===== config.mk =====
export PLATFORM = sky130hd
export DESIGN_NAME = video_timing_gen
export DESIGN_NICKNAME = d
export VERILOG_FILES = /design/src/rtl/video_timing_pkg.sv /design/src/rtl/video_sync_counter.sv /design/src/rtl/video_timing_gen.sv
export SDC_FILE = /design/constraint.sdc
export NUM_CORES = 1
export LEC_CHECK = 0
export ABC_AREA = 1
export BUFFER_PORTS_ARGS = -buffer_cell sky130_fd_sc_hd__buf_2
export CAP_MARGIN = 20
export CORE_UTILIZATION = 25
export DETAILED_ROUTE_END_ITERATION = 7
export SYNTH_ARGS = -nofsm -noshare
export SYNTH_HDL_FRONTEND = slang
export SYNTH_SLANG_ARGS = --single-unit
export TNS_END_PERCENT = 20

===== constraint.sdc =====
create_clock -name iClk -period 2.2 [get_ports iClk]
set_input_delay 0 -clock iClk [delete_from_list [all_inputs] [get_ports iClk]]
set_output_delay 0 -clock iClk [all_outputs]
set_load 0.005 [all_outputs]

===== src/rtl/video_timing_pkg.sv =====
`default_nettype none
// ============================================================================
// Package  : video_timing_pkg
// Desc     : Shared raster timing constants, colour-bar table, total helper.
// Revision : 1.0 - initial release
// ============================================================================
package video_timing_pkg;

    localparam logic SYNC_ACTIVE_LOW  = 1'b0;
    localparam logic SYNC_ACTIVE_HIGH = 1'b1;

    localparam int DEF_HDISPLAY = 640;
    localparam int DEF_HFRONT   = 16;
    localparam int DEF_HSYNC    = 96;
    localparam int DEF_HBACK    = 48;
    localparam int DEF_VDISPLAY = 480;
    localparam int DEF_VBOTTOM  = 11;
    localparam int DEF_VSYNC    = 2;
    localparam int DEF_VTOP     = 31;

    // white, yellow, cyan, green, magenta, red, blue, black
    localparam logic [23:0] COLOUR_BARS [0:7] = '{
        24'hFFFFFF, 24'hFFFF00, 24'h00FFFF, 24'h00FF00,
        24'hFF00FF, 24'hFF0000, 24'h0000FF, 24'h000000
    };

    function automatic int calc_total(input int disp, input int front,
                                      input int sync, input int back);
        return disp + front + sync + back;
    endfunction

endpackage
`default_nettype wire


===== src/rtl/video_sync_counter.sv =====
`default_nettype none
// ============================================================================
// Module   : video_sync_counter
// Desc     : Raster h/v counter pair with display/sync segment decode.
// Revision : 1.0 - initial release
// ============================================================================
module video_sync_counter
    import video_timing_pkg::*;
#(
    parameter int pHdisplay = DEF_HDISPLAY,
    parameter int pHfront   = DEF_HFRONT,
    parameter int pHsync    = DEF_HSYNC,
    parameter int pHback    = DEF_HBACK,
    parameter int pVdisplay = DEF_VDISPLAY,
    parameter int pVbottom  = DEF_VBOTTOM,
    parameter int pVsync    = DEF_VSYNC,
    parameter int pVtop     = DEF_VTOP,
    parameter int pCntWidth = 12
) (
    input  logic                 iClk,
    input  logic                 iRst,
    input  logic                 iEnable,
    output logic [pCntWidth-1:0] oHcnt,
    output logic [pCntWidth-1:0] oVcnt,
    output logic                 oDeC,
    output logic                 oHsC,
    output logic                 oVsC
);

    localparam int HTOTAL = calc_total(pHdisplay, pHfront, pHsync, pHback);
    localparam int VTOTAL = calc_total(pVdisplay, pVbottom, pVsync, pVtop);

    localparam logic [pCntWidth-1:0] H_LAST       = pCntWidth'(HTOTAL - 1);
    localparam logic [pCntWidth-1:0] V_LAST       = pCntWidth'(VTOTAL - 1);
    localparam logic [pCntWidth-1:0] H_DE_END     = pCntWidth'(pHdisplay);
    localparam logic [pCntWidth-1:0] V_DE_END     = pCntWidth'(pVdisplay);
    localparam logic [pCntWidth-1:0] H_SYNC_START = pCntWidth'(pHdisplay + pHfront);
    localparam logic [pCntWidth-1:0] H_SYNC_END   = pCntWidth'(pHdisplay + pHfront + pHsync);
    localparam logic [pCntWidth-1:0] V_SYNC_START = pCntWidth'(pVdisplay + pVbottom);
    localparam logic [pCntWidth-1:0] V_SYNC_END   = pCntWidth'(pVdisplay + pVbottom + pVsync);
    localparam logic [pCntWidth-1:0] CNT_ONE      = pCntWidth'(1);

    generate
        if ((HTOTAL - 1) >= (1 << pCntWidth) || (VTOTAL - 1) >= (1 << pCntWidth)) begin : g_width_check
            $error("video_sync_counter: pCntWidth too small for Htotal/Vtotal");
        end
    endgenerate

    logic [pCntWidth-1:0] hcnt_q, hcnt_d;
    logic [pCntWidth-1:0] vcnt_q, vcnt_d;

    always_comb begin
        hcnt_d = hcnt_q;
        vcnt_d = vcnt_q;
        if (!iEnable) begin
            hcnt_d = '0;
            vcnt_d = '0;
        end else if (hcnt_q == H_LAST) begin
            hcnt_d = '0;
            vcnt_d = (vcnt_q == V_LAST) ? '0 : vcnt_q + CNT_ONE;
        end else begin
            hcnt_d = hcnt_q + CNT_ONE;
        end
    end

    always_ff @(posedge iClk or posedge iRst) begin
        if (iRst) begin
            hcnt_q <= '0;
            vcnt_q <= '0;
        end else begin
            hcnt_q <= hcnt_d;
            vcnt_q <= vcnt_d;
        end
    end

    // vsync decodes on vcnt alone so it spans whole lines
    assign oHcnt = hcnt_q;
    assign oVcnt = vcnt_q;
    assign oDeC  = (hcnt_q < H_DE_END) && (vcnt_q < V_DE_END);
    assign oHsC  = (hcnt_q >= H_SYNC_START) && (hcnt_q < H_SYNC_END);
    assign oVsC  = (vcnt_q >= V_SYNC_START) && (vcnt_q < V_SYNC_END);

endmodule
`default_nettype wire


===== src/rtl/video_timing_gen.sv =====
`default_nettype none
// ============================================================================
// Module   : video_timing_gen
// Desc     : HDMI/DVI raster timing with upstream pixel pull and underflow
//            tracking. Define VIDEO_TEST_PATTERN_EN for internal colour bars.
// Revision : 1.0 - initial release
// ============================================================================
module video_timing_gen
    import video_timing_pkg::*;
#(
    parameter int   pHdisplay   = DEF_HDISPLAY,
    parameter int   pHfront     = DEF_HFRONT,
    parameter int   pHsync      = DEF_HSYNC,
    parameter int   pHback      = DEF_HBACK,
    parameter int   pVdisplay   = DEF_VDISPLAY,
    parameter int   pVbottom    = DEF_VBOTTOM,
    parameter int   pVsync      = DEF_VSYNC,
    parameter int   pVtop       = DEF_VTOP,
    parameter logic pSyncPol    = SYNC_ACTIVE_LOW,
    parameter int   pPixelWidth = 24,
    parameter int   pCntWidth   = 12
) (
    input  logic                   iClk,
    input  logic                   iRst,
    input  logic                   iEnable,
    input  logic [pPixelWidth-1:0] iPixData,
    input  logic                   iPixValid,
    output logic                   oPixReady,
    output logic [pPixelWidth-1:0] oPixData,
    output logic                   oDe,
    output logic                   oHsync,
    output logic                   oVsync,
    output logic                   oFrameStart,
    output logic                   oUnderflow,
    output logic [15:0]            oUnderflowCnt
);

    localparam logic SYNC_IDLE = ~pSyncPol;

    logic [pCntWidth-1:0] hcnt;
    logic [pCntWidth-1:0] vcnt;
    logic                 de_c;
    logic                 hs_c;
    logic                 vs_c;

    video_sync_counter #(
        .pHdisplay (pHdisplay),
        .pHfront   (pHfront),
        .pHsync    (pHsync),
        .pHback    (pHback),
        .pVdisplay (pVdisplay),
        .pVbottom  (pVbottom),
        .pVsync    (pVsync),
        .pVtop     (pVtop),
        .pCntWidth (pCntWidth)
    ) u_sync_counter (
        .iClk    (iClk),
        .iRst    (iRst),
        .iEnable (iEnable),
        .oHcnt   (hcnt),
        .oVcnt   (vcnt),
        .oDeC    (de_c),
        .oHsC    (hs_c),
        .oVsC    (vs_c)
    );

    logic [pPixelWidth-1:0] pix_src;
    logic                   pix_avail;
    logic                   starve;

`ifdef VIDEO_TEST_PATTERN_EN
    logic [pCntWidth+2:0] bar_num;
    logic [2:0]           bar;

    assign bar_num   = {hcnt, 3'b000} / (pCntWidth+3)'(pHdisplay);
    assign bar       = bar_num[2:0];
    assign pix_src   = pPixelWidth'(COLOUR_BARS[bar]);
    assign pix_avail = 1'b1;
    assign oPixReady = 1'b0;
`else
    assign pix_src   = iPixData;
    assign pix_avail = iPixValid;
    assign oPixReady = de_c && iEnable;
`endif

    // a missed pixel is dropped, not replayed: the raster never stalls
    assign starve = iEnable && de_c && !pix_avail;

    logic                   de_q, de_d;
    logic                   hs_q, hs_d;
    logic                   vs_q, vs_d;
    logic                   fs_q, fs_d;
    logic [pPixelWidth-1:0] pix_q, pix_d;
    logic                   uf_q, uf_d;
    logic [15:0]            ufcnt_q, ufcnt_d;

    always_comb begin
        de_d    = 1'b0;
        hs_d    = SYNC_IDLE;
        vs_d    = SYNC_IDLE;
        fs_d    = 1'b0;
        pix_d   = '0;
        uf_d    = uf_q;
        ufcnt_d = ufcnt_q;
        if (iEnable) begin
            de_d = de_c;
            hs_d = hs_c ? pSyncPol : SYNC_IDLE;
            vs_d = vs_c ? pSyncPol : SYNC_IDLE;
            fs_d = (hcnt == '0) && (vcnt == '0);
            if (de_c && pix_avail) begin
                pix_d = pix_src;
            end
        end
        if (starve) begin
            uf_d = 1'b1;
            if (ufcnt_q != 16'hFFFF) begin
                ufcnt_d = ufcnt_q + 16'd1;
            end
        end
    end

    always_ff @(posedge iClk or posedge iRst) begin
        if (iRst) begin
            de_q    <= 1'b0;
            hs_q    <= SYNC_IDLE;
            vs_q    <= SYNC_IDLE;
            fs_q    <= 1'b0;
            pix_q   <= '0;
            uf_q    <= 1'b0;
            ufcnt_q <= '0;
        end else begin
            de_q    <= de_d;
            hs_q    <= hs_d;
            vs_q    <= vs_d;
            fs_q    <= fs_d;
            pix_q   <= pix_d;
            uf_q    <= uf_d;
            ufcnt_q <= ufcnt_d;
        end
    end

    assign oDe           = de_q;
    assign oHsync        = hs_q;
    assign oVsync        = vs_q;
    assign oFrameStart   = fs_q;
    assign oPixData      = pix_q;
    assign oUnderflow    = uf_q;
    assign oUnderflowCnt = ufcnt_q;

endmodule
`default_nettype wire


## Word level (Yosys, flattened, before mapping)

Cells that the tools add are included.

- Register bits after elaboration: 69
- Latch bits: 0
- RAM bits: 0
- Memory bits (read-only): 0
- Input bits: 28
- Output and inout bits: 46
- Logic and storage cells: 46
- Memories kept: 0

- $add $sub $neg: 3
- Multipliers: 0
- Divide/modulo/power cells: 0
- Magnitude comparators: 6
- Equality and inequality tests: 4
- Shifts and indexed selects: 0
- Mux-type cells: 13
- Bitwise logic cells: 0
- Reductions and logical operators: 11

Operators with widths:

| cell | number |
|---|---|
| $mux 12 | 5 |
| $mux 24 | 2 |
| $add 12x1->12 const B | 2 |
| $eq 12x10->1 const B | 2 |
| $logic_not 12->1 | 2 |
| $lt 12x10->1 const B | 2 |
| $lt 12x9->1 const B | 2 |
| $add 16x1->16 const B | 1 |
| $ne 16x16->1 const B | 1 |
| $ge 12x10->1 const B | 1 |
| $ge 12x9->1 const B | 1 |
| $logic_and 1x1->1 | 7 |
| $mux 1 | 6 |
| $ne 2x1->1 const B | 1 |
| $reduce_and 2->1 | 1 |
| $logic_not 1->1 | 1 |

## Logic depth before layout (Yosys ltp)

- Depth in word-level cells: 5
- Depth in mapped cells: 9
- Mapped depth without buffers: 8

## Modules after synthesis

From an unflattened synthesis, not the netlist that was laid out.

- Cell total of the unflattened synthesis: 468
- Area total of the unflattened synthesis: 3,578.4 µm²

Modules (own cells, without submodules):

| module | times used | cells each | area each (µm²) | seq. area each (µm²) |
|---|---|---|---|---|
| video_timing_gen | 1 | 269 | 2,132.0 | 1,128.6 |
| video_sync_counter | 1 | 199 | 1,446.4 | 600.6 |

## Least setup slack after synthesis

OpenSTA, ideal clock, no wires.

- Path kind: register to register
- Start point: register ufcnt_q[0] (netlist: oUnderflowCnt[0])
- End point: register ufcnt_q[12] (netlist: oUnderflowCnt[12])
- Library setup time: 0.117 ns
- Arrival time: 1.358 ns
- Data required time: 2.083 ns
- Setup slack: 0.725 ns
- Cell stages (with the launch flop): 8
- Buffers on the path: 1
- Clock period less this slack: 1.475 ns
- Cells stage by stage: dfrtp_1 -> ha_1 -> nand2_1 -> nor2_4 -> nand4_4 -> buf_2 -> nand3_1 -> nand2_1

- Longest elaborated chain between the ends: 2
- Elaborated cells between the ends (all ways): 3
- Classes of those cells: 1 x add/sub; 1 x eq/ne; 1 x reduce/logical

RTL lines:

| item | line | RTL |
|---|---|---|
| from (decl) | video_timing_gen.sv:95 | `logic [15:0] ufcnt_q, ufcnt_d;` |
| from (signal assigned) | video_timing_gen.sv:138 | `ufcnt_q <= ufcnt_d;` |
| branches (longest 2 deep; another with $add 16x1->16) | n/a |  |

Parallel ways; which one is timed is not known.
A chain may end at the register's enable or synchronous reset.

## Worst setup path after layout

- Start point: register u_sync_counter.hcnt_q[9] (netlist: u_sync_counter.oHcnt[9])
- End point: output port oPixReady

- Longest elaborated chain between the ends: 3

RTL lines:

| item | line | RTL |
|---|---|---|
| from (decl) | video_sync_counter.sv:49 | `logic [pCntWidth-1:0] hcnt_q, hcnt_d;` |
| from (signal assigned) | video_sync_counter.sv:71 | `hcnt_q <= hcnt_d;` |
| $lt 12x10->1 | video_sync_counter.sv:79 | `assign oDeC = (hcnt_q < H_DE_END) && (vcnt_q < V_DE_END);` |
| $logic_and 1x1->1 | video_sync_counter.sv:79 |  |
| $logic_and 1x1->1 | video_timing_gen.sv:83 | `assign oPixReady = de_c && iEnable;` |
| to (decl) | video_timing_gen.sv:28 | `output logic oPixReady,` |

No other way between the ends.

==> reports/qor.txt <==
CTS tree -> built
Syn Inst Count -> 449
Syn_area_per_cell -> 7.98 µm²
Worst-path cell chain -> inv_1 > nor2_1 > nand3_1 > nand3_4 > buf_4 > inv_1 > buf_2
Largest net degree at the start of global routing -> 38
Critical R2R Capture -> oUnderflowCnt[15]
Die Y -> 122 µm
Fin util -> 33.7%
Setup TNS -> 0 ps
Number of buffers created by CTS -> 9
Top cell type's share of synthesized area -> 46.8%
Die X -> 122 µm
DR pass1 iterations -> 4
Initial antenna violation count -> 0
Seq/Total Area, Yosys -> 48.3%
Clk_skew -> 8.41 ps
R2R setup slack -> 490 ps
R2R depth -> 7
Row count -> 43
Worst Hold End -> oPixData[12]
Clock Pin Slew Worst Setup and Hold Paths -> 60 ps
Syn Nets -> 483
Met1 usage -> 15.7%
CP dominant cell by count -> inv_1
RSZ-0062 raised after global routing -> no
Critical-path top delay cell -> dfrtp_1
Gr ovfl total -> 0
Clock Tree Buf Depth -> 2
WL/cell -> 12.2 µm
DRT antenna net count -> 0
Post-synthesis cell area -> 3580 µm²
Global-route wire length before repair -> 14800 µm
Outcome -> complete, no violations
Post-CTS Setup Bufs -> 0
Hold Path Class -> input pin to flop
GP Congestion -> 0.880
Achievable Freq -> 573 MHz
Leak -> 2.40 nW
Most frequent cells in the layout -> nand2_1, buf_2, dfrtp_1
Share of cells above drive strength 1 -> 20.6%
Die area -> 14800 µm²
Min-Delay Path Depth -> 3
I/O Buffers -> 73
Routed wire length -> 9010 µm
Via-per-instance ratio -> 4.43
Dpl ws -> 482 ps
Slew Limit Fails -> 0
Synth Register Bits -> 69
Fin nets -> 587
Clock Sinks -> 69
Final setup fails -> 0
Max Cap Viol -> 0
Yosys cell types -> 31
PD cells -> 668 nW/µm²
Worst setup margin -> 454 ps
Root Buffer -> clkbuf_16
I/O pin cnt -> 74
WS Path Type -> flop to output pin
Post-route clock period utilization -> 79.4%
Worst Path Max Fanout -> 21
Crit-path max cell delay -> 390 ps
GR Util met2 -> 21.1%
Minimum clock period -> 1750 ps
Most used routing layer -> met2
Met3 Use GR -> 3.14%
H-tree depth -> 3
Worst skew pair latency -> 330 ps
Endpoint type of the worst setup path -> output pin
Final HPWL DP -> 6410 µm
Initial DRC Count -> 180
Worst Path Arrival -> 1750 ps
N_diodes -> 0
Tot GR Track Use -> 12.7%
Total vias in the final route -> 3270
Hold Violations, Final -> 0
DRC -> 0
Initial core utilization -> 25.7%
Worst-Margin Slew -> 760 ps
Max-Slew Margin vs Limit -> 49.3%
Ys Warns -> 0
Crit start category -> flop
Area contributors post-synth -> dfrtp_1, nand2_1, nor2_1
Required @ worst endpoint -> 2200 ps
Synth area leader -> dfrtp_1
Peak supply drop -> 0.349 mV
Vias in the first global route -> 3208
Syn-to-layout area delta -> 31.2%
Hold Crit Start -> iPixValid
Leading cell type in the layout, fill and taps excluded -> nand2_1
Worst r2r src -> oUnderflowCnt[0]
Core Region -> 13900 µm²
[worst max-delay path by stage]
stage / startpoint / endpoint / slack [ps] / depth (start not counted)
floorplan: iRst / oDe / 460 / 1
global placement: oUnderflowCnt[0] / oUnderflowCnt[15] / 580 / 7
detailed placement: oUnderflowCnt[0] / oUnderflowCnt[15] / 480 / 7
CTS: u_sync_counter.oHcnt[8] / oPixReady / 440 / 6
global route: oUnderflowCnt[1] / oUnderflowCnt[10] / 330 / 7
finish: u_sync_counter.oHcnt[9] / oPixReady / 450 / 7
[power breakdown]
part / switching [mW] / total [mW] / internal (mW)
clock: 0.533 / 1.44 / 0.910
combinational: 0.173 / 0.314 / 0.140
sequential: 0.0584 / 1.38 / 1.32
[flip-flops by register name (all words and copies together) (netlist names)]
register              count
oDe                       1
oFrameStart               1
oHsync                    1
oPixData                 24
oUnderflow                1
oUnderflowCnt            16
oVsync                    1
u_sync_counter.oHcnt     12
u_sync_counter.oVcnt     12
[worst max-delay path: cells and delay by family (launching register included)]
| family | cells | cell delay [ps] |
|---|---|---|
| buffers and inverters | 4 | 590 |
| flip-flops | 1 | 390 |
| AND/OR/NAND/NOR | 3 | 420 |
[cell usage after synthesis]
master,n
a21oi_2,1
nand4_4,1
nand4_1,11
xnor2_1,1
dfstp_2,2
or2_2,1
nand2_1,138
nand3b_1,4
nand2_2,3
inv_1,43
ha_1,6
nand3_1,42
nor2_2,3
nor2_4,6
nand2_4,2
buf_4,1
xor2_1,13
a21oi_1,5
clkbuf_1,2
nor3_1,6
o21ai_0,15
buf_6,2
dfrtp_1,67
nor2_1,62
buf_2,4
o21ai_1,1
nor3_2,2
nor4_1,2
nor2_8,1
nand3_4,1
o311ai_0,1
[through the flow]
| stage | std cells | hold WS [ps] | power [mW] | instance area [µm²] |
|---|---|---|---|---|
| 5_1_grt | 738 | 115 | 3.28 | 4700 |
| 3_5_place_dp | 696 | 189 | 1.69 | 4140 |
| 4_1_cts | 738 | 86.0 | 3.18 | 4700 |
| 2_1_floorplan | 449 | 106 | 1.56 | 3580 |
| 6_report | 738 | 98.3 | 3.14 | 4700 |
| 3_3_place_gp | 696 | 183 | 1.68 | 4140 |
[logic make-up after synthesis]
family | Yosys count | synth area share [%]
AND/OR/NAND/NOR | 285 | 36.7
flip-flops | 69 | 48.3
buffers and inverters | 52 | 6.11
AO/OA/AOI/OAI | 23 | 3.42
XOR/XNOR | 14 | 3.42
adder cells (fa/ha/maj) | 6 | 2.09
[area by class of cell]
cell class              instances  area (µm²)
clock buffers                  11         243
inverters                      43         161
repair buffers                102         648
flip-flops and latches         69        1730
multi-input cells             328        1640
well taps                     180         225
fillers                      1424        9230
clock inverters                 5        60.1
[routing by layer]
layer	part of all wire [%]	wire, µm	vias to the layer above
li1	-	-	1636
met1	45	4070	1555
met2	49	4440	58
met3	3.3	299	21
met4	2.2	194	0
met5	0	0	-
[timing repair]
action,CTS,global route
endpoints found under the hold margin,58,0
hold buffers,26,0
resized for setup,0,0
Power figures use the tool's default switching activity.
